File: config.mk
export PLATFORM = sky130hd
export DESIGN_NAME = rip_axi_port_arbiter
export DESIGN_NICKNAME = d
export VERILOG_FILES = /design/src/rtl/rip_axi_port_arbiter.sv
export SDC_FILE = /design/constraint.sdc
export NUM_CORES = 1
export LEC_CHECK = 0
export ABC_CLOCK_PERIOD_IN_PS = 3360
export CAP_MARGIN = 20
export CORE_MARGIN = 5
export CORE_UTILIZATION = 43
export DETAILED_ROUTE_END_ITERATION = 7
export PLACE_DENSITY_LB_ADDON = 0.05
export SYNTH_ARGS = -nofsm -noshare
export SYNTH_HDL_FRONTEND = slang
export SYNTH_SLANG_ARGS = --single-unit
File: constraint.sdc
create_clock -name clk -period 3.36 [get_ports clk]
set_input_delay 0.504 -clock clk [delete_from_list [all_inputs] [get_ports clk]]
set_output_delay 0.504 -clock clk [all_outputs]
set_load 0.05 [all_outputs]
File: src/rtl/rip_axi_port_arbiter.sv
// Two-port arbiter in front of the rip_axi_master line-transfer command interface.
// Only one transaction is in flight at a time. RIP_ARB_ROUND_ROBIN_EN enables round-robin tie-break.
module rip_axi_port_arbiter #(
   parameter int unsigned ADDR_WIDTH = 32,
   parameter int unsigned LINE_SIZE  = 4,
   localparam int unsigned LW        = LINE_SIZE * 8
) (
   input  logic                         clk,
   input  logic                         rstn,
   input  logic [1:0]                   req_valid,
   input  logic [1:0]                   req_we,
   input  logic [1:0][ADDR_WIDTH-1:0]   req_addr,
   input  logic [1:0][LW-1:0]           req_wdata,
   input  logic [1:0][LINE_SIZE-1:0]    req_wstrb,
   output logic [1:0]                   done,
   output logic [1:0][LW-1:0]           rdata,
   output logic [ADDR_WIDTH-1:0]        waddr,
   output logic [LW-1:0]                wdata,
   output logic [LINE_SIZE-1:0]         wstrb,
   output logic                         wvalid,
   input  logic                         wready,
   input  logic                         wdone,
   output logic [ADDR_WIDTH-1:0]        raddr,
   output logic                         rvalid,
   input  logic                         rready,
   input  logic                         rdone,
   input  logic [LW-1:0]                rdata_m
);

   typedef enum logic [2:0] {
      StIdle,
      StWCmd,
      StWWait,
      StRCmd,
      StRWait,
      StResp
   } state_e;

   state_e                   state_q, state_d;
   logic                     grant_q, grant_d;
   logic [ADDR_WIDTH-1:0]    addr_q, addr_d;
   logic [LW-1:0]            wdata_q, wdata_d;
   logic [LINE_SIZE-1:0]     wstrb_q, wstrb_d;
   logic [1:0][LW-1:0]       rdata_q, rdata_d;
   logic                     win;

`ifdef RIP_ARB_ROUND_ROBIN_EN
   logic last_grant_q, last_grant_d;

   // On a tie the port that was not served last goes first.
   always_comb begin
      if (&req_valid) win = ~last_grant_q;
      else            win = ~req_valid[0];
   end

   always_comb begin
      last_grant_d = last_grant_q;
      if (state_q == StResp) last_grant_d = grant_q;
   end

   always_ff @(posedge clk) begin
      if (!rstn) last_grant_q <= 1'b1;
      else       last_grant_q <= last_grant_d;
   end
`else
   // Fixed priority: port 0 whenever it is requesting.
   always_comb win = ~req_valid[0];
`endif

   always_comb begin
      state_d = state_q;
      grant_d = grant_q;
      addr_d  = addr_q;
      wdata_d = wdata_q;
      wstrb_d = wstrb_q;
      rdata_d = rdata_q;
      unique case (state_q)
         StIdle: begin
            if (|req_valid) begin
               grant_d = win;
               addr_d  = req_addr[win];
               wdata_d = req_wdata[win];
               wstrb_d = req_wstrb[win];
               state_d = req_we[win] ? StWCmd : StRCmd;
            end
         end
         StWCmd:  if (wready) state_d = StWWait;
         StRCmd:  if (rready) state_d = StRWait;
         StWWait: if (wdone)  state_d = StResp;
         StRWait: begin
            if (rdone) begin
               rdata_d[grant_q] = rdata_m;
               state_d          = StResp;
            end
         end
         StResp:  state_d = StIdle;
         default: state_d = StIdle;
      endcase
   end

   always_ff @(posedge clk) begin
      if (!rstn) begin
         state_q <= StIdle;
         grant_q <= 1'b0;
         addr_q  <= '0;
         wdata_q <= '0;
         wstrb_q <= '0;
         rdata_q <= '0;
      end else begin
         state_q <= state_d;
         grant_q <= grant_d;
         addr_q  <= addr_d;
         wdata_q <= wdata_d;
         wstrb_q <= wstrb_d;
         rdata_q <= rdata_d;
      end
   end

   // Command fields are only driven while the matching valid is up.
   always_comb begin
      wvalid = (state_q == StWCmd);
      rvalid = (state_q == StRCmd);
      waddr  = wvalid ? addr_q : '0;
      wdata  = wvalid ? wdata_q : '0;
      wstrb  = wvalid ? wstrb_q : '0;
      raddr  = rvalid ? addr_q : '0;
      rdata  = rdata_q;
      done   = 2'b00;
      if (state_q == StResp) done = grant_q ? 2'b10 : 2'b01;
   end

endmodule

# After elaboration in Yosys (flattened, before gate mapping)
# Cells that the tools add are included.
# word_totals
reg_bits	136
input_bits	178
wordCells	51
# classes
magnitude_cmp	3
n_eq_ne	10
n_mux	24
n_bitwise	1
n_reduce_logical	6
# op_table
op	n
2-to-1 mux 32 bit	8
bitwise mux 64 bit	1
demux 32 bit (select 1 bit)	1
2-to-1 mux 3 bit	5
one-hot mux 3 bit (5 select lines)	1
2-to-1 mux 4 bit	3
== test 3 x 2 -> 1 bit, second input constant	2
== test 3 bit, second input constant	2
2-to-1 mux 2 bit	3
!= test 2 bit, second input constant	3
AND reduction 5 bit	1
< comparator 1 x 2 -> 1 bit, second input constant	2
!= test 2 x 1 -> 1 bit, second input constant	2
AND reduction 2 bit	2
== test 3 x 1 -> 1 bit, second input constant	1
zero test 3 bit	1
2-to-1 mux 1 bit	2
OR reduction 2 bit	1
greater-or-equal comparator 1 bit, second input constant	1
logical AND 1 bit	1
inverter 1 bit	1

# Depth between registers and ports, before layout
# Gate-level depths: netlist of run 1.
# logic_depth
word_depth	6
depth_mapped	7

# Least setup slack after synthesis of run 1
# OpenSTA, ideal clock, no wires.
# synth_path
path_kind	flip-flop to output port
start	register state_q[2]
end	output raddr[21]
t_arrival_ps	1910
required_time_ps	2856
path_slack_ps	946
stages_incl_launch_ff	6
n_path_buf	3
path_cell_list	dfxtp_1 buf_2 buf_2 nor2_1 clkbuf_1 and2_1
# synth_between
elab_chain_cells	2
# synth_lines
item	line_no	source
from (decl)	39	state_e state_q, state_d;
from (signal assigned)	103	state_q <= StIdle;
from (signal assigned)	110	state_q <= state_d;
== test 3 x 2 -> 1 bit	122	rvalid = (state_q == StRCmd);
via rvalid	24	output logic rvalid,
2-to-1 mux 32 bit	126	raddr = rvalid ? addr_q : '0;
to (decl)	23	output logic [ADDR_WIDTH-1:0] raddr,
# The timed path passes the listed nets, and every way through them passes these cells.

# Final worst setup path of run 1
# layout_path
start	register state_q[0]
end	output waddr[19]
# layout_between
elab_chain_cells	2
# layout_lines
item	line_no	source
== test 3 x 1 -> 1 bit	121	wvalid = (state_q == StWCmd);
2-to-1 mux 32 bit	123	waddr = wvalid ? addr_q : '0;
to (decl)	17	output logic [ADDR_WIDTH-1:0] waddr,
# No other way between the ends.

==> results.yml, run 1 <==
outcome:
  status: "finished, final reports clean"
grt:
  grt_max_degree: 71
  grt_pass1_vias: 5907
  antenna_found_initial: 0
  grt_remaining_overflow: 0
  track_usage: 0.2319
  grt_first_pass_wirelength_um: 32810
power:
  internal_power_uw: 4285
  powerDensity_nw_per_um2: 682.6
  power.leakage_uw: 0.003905
  netSwitchingPower_uw: 2948
  p_seq_frac: 0.321
  power_frac_comb: 0.435
  clockPowerShare: 0.245
  swShare: 0.4076
  ir_drop_uv: 373.0
worst_setup_path:
  required_ns: 2.86
  arrival_ns: 2.57
  startpoint_type: "flop"
  cp.depth: 5
  crit_chain: "nand2b_1 > nor2_4 > buf_12 > and2_1 > clkdlybuf4s50_1"
  crit_type: "reg2out"
  end_kind: "output pin"
  r2r_cells: 5
  crit_family: "buffers and inverters"
  slowest_delay_ns: 0.81
  crit_buf_inv: 2
  slowest_stage: "clkdlybuf4s50_1"
  regToRegSetupSlack_ns: 1.18
  worstPathMaxFanout: 69
flow_run:
  cap_violations: 0
placement:
  place_area_sq_um: 10030
  dp.cells: 1214
  gp_congestion: 0.8470
  port_buffers: 345
  dpl.hpwl_um: 16180
floorplan:
  die_width_um: 133.7
  die_area_sq_um: 17880
  chipHeight_um: 133.7
  rows: 45
  core_area_sq_um: 15090
  io-pin-count: 346
  initial_core_util: 0.4362
sta:
  drv_slew: 0
  timing.fmax_mhz: 325.6
  finalSetupTns_ns: 0
  worst_pin_slew_ns: 0.6291
  rsz0062_at_grt: "false"
  finalSetupViolCount: 0
  fin_crit_ns: 3.071
  slew_headroom: 0.5803
  fin_hold_ws_ns: 0.4514
  hold_viol_final: 0
  post-route-period-util: 0.9140
  finalClockSkew_ns: 0.005796
layout:
  stdcell_count: 1246
  drive_above_1_share: 0.1172
  final_nets: 1223
  final_area_sq_um: 10600
  syn_to_final_growth_pct: 61.03
  utilization: 0.7023
  num_antenna_cells: 0
clock_tree:
  cts_buffer_depth: 2
  clock_sinks: 136
  insertion_delay_ns: 0.42
  path_clk_slew_ns: 0.06
  cts_resized: 0
  cts_tree: "done"
  ctsHtreeMaxLevel: 4
  hold_buffers: 0
  post_cts_buffers: 0
  cts_root_buf: "clkbuf_16"
  cts_buffers: 17
drt:
  totalWireLength_um: 21580
  wl_per_cell_um: 17.32
  drt_iter0_markers: 226
  drt_pass1_iterations: 4
  post-route-drc-count: 0
  via_per_inst: 4.948
  vias: 6165
  postRouteAntennaNets: 0
synth:
  synth_top_flop_cell: "dfxtp_1"
  async_flop_share: 0
  synthCells: 732
  mappedNetlistNets: 910
  synth_edf_count: 0
  seq_area_frac_synth: 0.4137
  syn-cell-area_sq_um: 6581
  yosys_warnings: 0
  ys_types: 33
  synth_area_per_cell_sq_um: 8.991
  synth-seq-cells: 136
hold_path:
  holdCritPathClass: "reg2reg"
  min_delay_path_depth: 2
[flip-flops by register name (all words and copies together), names as in the netlist]
signal / flops
addr_q: 32
grant_q: 1
rdata: 64
state_q: 3
wdata_q: 32
wstrb_q: 4
[power groups by stage]
stage | registers [uW] | clock network, uW | logic [uW]
after floorplan | 2310 | 0 | 2370
after global placement | 2350 | 0 | 3130
after detailed placement | 2360 | 0 | 3170
after CTS | 2320 | 1810 | 3180
after global routing | 2380 | 1880 | 3370
final | 2320 | 1770 | 3140
[cell families after synthesis]
| kind of cell | Yosys count | synth area share |
|---|---|---|
| mux | 71 | 0.1080 |
| buf+inv | 66 | 0.06236 |
| flops | 136 | 0.4137 |
| compound gates | 139 | 0.1850 |
| simple gates | 320 | 0.2310 |
[routing by layer]
metal,share of wire,vias up,global-route usage
li1,-,3095,-
met1,0.39,2822,0.2527
met2,0.50,212,0.4110
met3,0.085,36,0.08686
met4,0.024,0,0.08343
met5,0,-,0
[layout by cell type (no fill, tap or decap), types with 13 or more instances in the layout]
cell type | Yosys | final
clkdlybuf4s50_1 | 0 | 342
dfxtp_1 | 136 | 136
nand2_1 | 132 | 132
and2_1 | 100 | 100
mux2i_1 | 71 | 71
nor2_1 | 72 | 70
a211oi_2 | 68 | 68
a21oi_1 | 66 | 66
clkbuf_16 | 0 | 17
buf_4 | 8 | 13
[path summary, 6_finish.rpt]
kind,start,endpoint
min reg2reg,rdata[33],rdata[33]
min,rdata[33],rdata[33]
max reg2reg,state_q[2],wdata_q[23]
max,state_q[0],waddr[19]
[per-stage QoR]
stage	setup WS, ns	total power [uW]
finish	0.2889	7234
global route	0.09860	7627
CTS	0.2361	7310
detailed placement	0.6853	5532
global placement	0.7142	5476
floorplan	0.9462	4676
[worst min-delay path, stage by stage, from the launching register on]
cell     delay, ns
dfxtp_1       0.30
nand2_1       0.05
a21oi_1       0.05
[final cells by class]
class / count / area (sq um)
multi-input combinational: 530 / 3466
sequential: 136 / 2723
clock inverter: 14 / 125.1
fill: 1223 / 4492
tap: 188 / 235.2
inverter: 1 / 8.758
clock buffer: 18 / 439.2
timing repair buffer: 359 / 3601
[Yosys cell counts, types with 2 or more instances]
| master | number | area (sq um) |
|---|---|---|
| nand2_1 | 132 | 495.5 |
| dfxtp_1 | 136 | 2723 |
| a211oi_2 | 68 | 850.8 |
| a21oi_1 | 66 | 330.3 |
| mux2i_1 | 71 | 710.7 |
| buf_1 | 3 | 11.26 |
| nor2_1 | 72 | 270.3 |
| nand3b_1 | 2 | 15.01 |
| buf_2 | 12 | 60.06 |
| and2_1 | 100 | 625.6 |
| buf_6 | 14 | 157.7 |
| clkbuf_1 | 26 | 97.59 |
| buf_4 | 8 | 60.06 |
| nor4b_1 | 3 | 26.28 |
Power figures use the tool's default switching activity.
==> run 2: changes to the inputs <==
--- a/config.mk
+++ b/config.mk
@@ -5,12 +5,14 @@
 export SDC_FILE = /design/constraint.sdc
 export NUM_CORES = 1
 export LEC_CHECK = 0
-export ABC_CLOCK_PERIOD_IN_PS = 3360
+export ABC_CLOCK_PERIOD_IN_PS = 2900
 export CAP_MARGIN = 20
 export CORE_MARGIN = 5
-export CORE_UTILIZATION = 43
+export CORE_UTILIZATION = 40
 export DETAILED_ROUTE_END_ITERATION = 7
 export PLACE_DENSITY_LB_ADDON = 0.05
+export SETUP_SLACK_MARGIN = 0.15
+export SKIP_LAST_GASP = 1
 export SYNTH_ARGS = -nofsm -noshare
 export SYNTH_HDL_FRONTEND = slang
 export SYNTH_SLANG_ARGS = --single-unit
==> constraint.sdc (replaced) <==
create_clock -name clk -period 2.9 [get_ports clk]
set_input_delay 0.435 -clock clk [delete_from_list [all_inputs] [get_ports clk]]
set_output_delay 0.435 -clock clk [all_outputs]
set_load 0.05 [all_outputs]
==> run 2 against run 1 <==
  * Die area up 6.9%
  * Combinational power increased by 14%
  * Critical path depth decreased by 3
  * Non-clock buffer count did not move
  * Critical endpoint is now done[0]
  * Via count is 0.24% lower
  * Sequential power increased by 16%
  * Clock skew grew 0.0039 ns
  * Count of clock-buffer cells in the layout rose by 1
  * Highest routed layer unchanged
==> results.yml, run 2 (synthesized netlist as in run 1, its figures left out) <==
layout:
  fill_cells: 1456
  final_nets: 1223
  layout_common_cells: "clkdlybuf4s50_1, dfxtp_1, nand2_1, and2_1, mux2i_1"
  multiInputGateArea_sq_um: 3466
  seq_area_sq_um: 2724
  drive_above_1_share: 0.2023
  final_common_cell: "clkdlybuf4s50_1"
  syn_to_final_growth_pct: 57.78
  largest_reg_flops: 64
power:
  ir_drop_uv: 443.2
  powerDensity_nw_per_um2: 816.3
  total_power_uw: 8477
  power.leakage_uw: 0.004127
flow_run:
  cap_violations: 0
grt:
  grt_max_degree: 79
  grt_remaining_overflow: 0
  grt_first_pass_wirelength_um: 34250
  antenna_found_initial: 1
  grt_pass1_vias: 5892
  track_usage: 0.2241
clock_tree:
  cts_root_buf: "clkbuf_16"
  cts_buffer_depth: 2
  clock_sinks: 136
  insertion_delay_ns: 0.42
  cts_buffers: 17
  ctsHtreeMaxLevel: 4
  path_clk_slew_ns: 0.06
  cts_tree: "done"
drt:
  totalWireLength_um: 22290
  post-route-drc-count: 0
  via_per_inst: 4.824
  postRouteAntennaNets: 0
  drt_iter0_markers: 229
  wl_per_cell_um: 17.48
  vias: 6150
  drt_pass1_iterations: 4
sta:
  worst_pin_slew_ns: 0.6033
  finalSetupViolCount: 0
  finalClockSkew_ns: 0.009726
  setup_slack_ns: 0.2138
  slew_headroom: 0.5972
  timing.fmax_mhz: 372.3
  drv_slew: 0
  fin_hold_ws_ns: 0.4525
  fin_crit_ns: 2.686
  post-route-period-util: 0.9263
  hold_viol_final: 0
  rsz0062_at_grt: "false"
  finalSetupTns_ns: 0
floorplan:
  chipHeight_um: 138.3
  die_area_sq_um: 19120
  initial_core_util: 0.4113
  rows: 46
  core_area_sq_um: 16000
  die_width_um: 138.3
  io-pin-count: 346
worst_setup_path:
  end_kind: "output pin"
  required_ns: 2.47
  arrival_ns: 2.25
  startpoint_type: "flop"
  worstPathMaxFanout: 17
  crit_chain: "nor3b_1 > clkdlybuf4s50_1"
  slowest_stage: "clkdlybuf4s50_1"
  slowest_delay_ns: 0.87
  r2r_cells: 4
  crit_type: "reg2out"
placement:
  port_buffers: 345
  gp_congestion: 0.8163
  dpl.hpwl_um: 16600
  pre_cts_ws_ns: 0.4333
hold_path:
  holdCritPathClass: "reg2reg"
  min_delay_path_depth: 2
outcome:
  status: "finished, final reports clean"
==> run 2: report_power, final <==
group          leakage (uW)  switching [uW]  internal, uW
registers           0.00111             335          2350
logic               0.00272            2250          1310
clock network      0.000291             844          1380
total               0.00413            3430          5040
==> run 2: metrics by stage <==
stage                     instances  instance area, sq um  utilization
after floorplan                 732                  6581            -
after global placement         1242                  9936       0.6210
after detailed placement       1242                  9936       0.6210
after CTS                      1274                 10500       0.6562
after global routing           1275                 10380       0.6490
final                          1275                 10380       0.6490
==> run 2: metal layers <==
layer | routed length, um | track usage | vias up
met4 | 418 | 0.07696 | 0
met2 | 11010 | 0.3851 | 214
met1 | 9191 | 0.2568 | 2815
met3 | 1666 | 0.08345 | 27
met5 | 0 | 0 | -
li1 | - | - | 3094
==> run 2: path summary, 6_finish.rpt <==
kind                    from        to  slack (ns)
hold / removal      rdata[6]  rdata[6]        0.45
setup / recovery  state_q[2]   done[0]        0.21
hold reg to reg     rdata[6]  rdata[6]        0.45
setup reg to reg  state_q[2]  rdata[1]        1.01
==> run 2: cell type report <==
cell class	instances	area share
diodes	1	0.0002410
clock buffers	19	0.04266
clock inverters	13	0.01639
inverters	1	0.0008435
multi-input cells	530	0.3338
flip-flops and latches	136	0.2623
well taps	216	0.02603
repair buffers	359	0.3177
==> run 2: repair_timing <==
action	4_1_cts	5_1_grt
pin swaps	0	0
endpoints found under the setup margin	44	36
setup buffers	0	0
resized for setup	43	65
hold endpoints to repair	0	0
hold buffers	0	0
==> run 2: critical path, delay by kind of cell, from the launching register on <==
kind / cells / cell delay, ns
buffers and inverters: 1 / 0.87
AND/OR/NAND/NOR: 1 / 0.26
flip-flops: 1 / 0.70
==> run 3: changes to the inputs <==
--- a/config.mk
+++ b/config.mk
@@ -12,6 +12,7 @@
 export DETAILED_ROUTE_END_ITERATION = 7
 export PLACE_DENSITY_LB_ADDON = 0.05
 export SETUP_SLACK_MARGIN = 0.15
+export SKIP_CTS_REPAIR_TIMING = 1
 export SKIP_LAST_GASP = 1
 export SYNTH_ARGS = -nofsm -noshare
 export SYNTH_HDL_FRONTEND = slang
==> run 3 against run 2 <==
  * Via count grew 0.36%
  * Combinational power is essentially flat
  * Total power grew 0.47%
  * Sequential power is essentially flat
  * Clock power is essentially flat
  * First-iteration DRC count shrank 3.1%
  * Sequential cell count is the same
  * Cell count is the same
  * Routed wire length is essentially flat
  * Hold slack is essentially flat
  * Sequential share of layout area shrank 0.68 points
  * Utilization grew 1.7 points
  * Critical path type unchanged
  * Largest power group unchanged
==> results.yml, run 3 (synthesized netlist as in run 1, its figures left out) <==
outcome:
  status: "finished, final reports clean"
worst_setup_path:
  arrival_ns: 2.25
  worstPathMaxFanout: 17
  slowest_delay_ns: 0.87
  slowest_stage: "clkdlybuf4s50_1"
  r2r_start: "state_q[2]"
  crit_type: "reg2out"
  end_kind: "output pin"
  critPathLaunch: "state_q[2]"
  required_ns: 2.47
  crit_chain: "nor3b_1 > clkdlybuf4s50_1"
  startpoint_type: "flop"
layout:
  stdcell_count: 1275
  multiInputGateArea_sq_um: 3466
  fill_cells: 1399
  final_area_sq_um: 10660
  final_nets: 1223
  final_common_cell: "clkdlybuf4s50_1"
  drive_above_1_share: 0.1720
  seq_area_sq_um: 2724
  largest_reg_flops: 64
  layout_common_cells: "clkdlybuf4s50_1, dfxtp_1, nand2_1, and2_1, mux2i_1"
  syn_to_final_growth_pct: 62.00
placement:
  dp.cells: 1242
  port_buffers: 345
  place_area_sq_um: 9936
  pre_cts_ws_ns: 0.4333
  gp_congestion: 0.8163
  dpl.hpwl_um: 16600
power:
  netSwitchingPower_uw: 3432
  internal_power_uw: 5084
  p_seq_frac: 0.315
  swShare: 0.4030
  ir_drop_uv: 441.9
  clockPowerShare: 0.262
  power_frac_comb: 0.423
  powerDensity_nw_per_um2: 798.8
  power.leakage_uw: 0.004813
drt:
  via_per_inst: 4.841
  totalWireLength_um: 22300
  vias: 6172
  drt_pass1_iterations: 4
  post-route-drc-count: 0
  wl_per_cell_um: 17.49
  postRouteAntennaNets: 0
  drt_iter0_markers: 222
grt:
  grt_pass1_vias: 5871
  antenna_found_initial: 1
  grt_max_degree: 79
  grt_first_pass_wirelength_um: 34090
  track_usage: 0.2233
  grt_remaining_overflow: 0
floorplan:
  die_area_sq_um: 19120
  chipHeight_um: 138.3
  rows: 46
  initial_core_util: 0.4113
  die_width_um: 138.3
  core_area_sq_um: 16000
  io-pin-count: 346
sta:
  drv_slew: 0
  slew_headroom: 0.6016
  setup_slack_ns: 0.2193
  post-route-period-util: 0.9244
  finalSetupViolCount: 0
  finalClockSkew_ns: 0.006520
  hold_viol_final: 0
  fin_hold_ws_ns: 0.4526
  timing.fmax_mhz: 373.0
  fin_crit_ns: 2.681
  worst_pin_slew_ns: 0.5967
  rsz0062_at_grt: "false"
clock_tree:
  cts_buffers: 17
  path_clk_slew_ns: 0.06
  cts_tree: "done"
  ctsHtreeMaxLevel: 4
  clock_sinks: 136
  cts_buffer_depth: 2
  insertion_delay_ns: 0.42
  cts_root_buf: "clkbuf_16"
hold_path:
  min_from: "rdata[6]"
  holdCritPathClass: "reg2reg"
flow_run:
  cap_violations: 0
run 3: changes by cell type in the layout (fill, tap and decap cells not counted), sizes merged:
| cell | before | now |
|---|---|---|
| dlygate4sd2 | 10 | 0 |
| dlymetal6s2s | 0 | 42 |
| clkbuf | 51 | 19 |
run 3: worst paths after layout:
path | depth (start not counted) | slack (ns) | to
hold reg to reg | 2 | 0.45 | rdata[6]
setup / recovery | 2 | 0.22 | done[0]
hold / removal | 2 | 0.45 | rdata[6]
setup reg to reg | 4 | 1.02 | rdata[1]
run 3: critical path, delay by kind of cell, from the launching register on:
family	cells	cell delay, ns
flip-flops	1	0.70
buffers and inverters	1	0.87
AND/OR/NAND/NOR	1	0.25
run 3: power by group through the flow:
stage / combinational (uW) / sequential, uW / clock [uW]
6_report: 3600 / 2680 / 2230
5_1_grt: 3860 / 2750 / 2360
4_1_cts: 3640 / 2680 / 2270
3_5_place_dp: 3630 / 2720 / 0
3_3_place_gp: 3580 / 2710 / 0
2_1_floorplan: 2740 / 2680 / 0
run 3: metrics by stage:
step	util	TNS (ns)	total power (uW)
after floorplan	-	0	5417
after global placement	0.6210	0	6297
after detailed placement	0.6210	0	6355
after CTS	0.6593	-0.6129	8600
after global routing	0.6663	0	8973
final	0.6663	0	8516
run 3: area by class of cell:
class	count	area share
antenna	1	0.0002347
clock buffer	19	0.04154
clock inverter	13	0.01596
inverter	1	0.0008215
multi-input combinational	530	0.3251
sequential	136	0.2555
tap	216	0.02535
timing repair buffer	359	0.3355
run 3: metal layers:
| layer | vias to the layer above | GRT usage | routed length, um |
|---|---|---|---|
| li1 | 3094 | - | - |
| met4 | 0 | 0.07696 | 431 |
| met5 | - | 0 | 0 |
| met3 | 32 | 0.07966 | 1730 |
| met1 | 2827 | 0.2566 | 9088 |
| met2 | 219 | 0.3854 | 11050 |
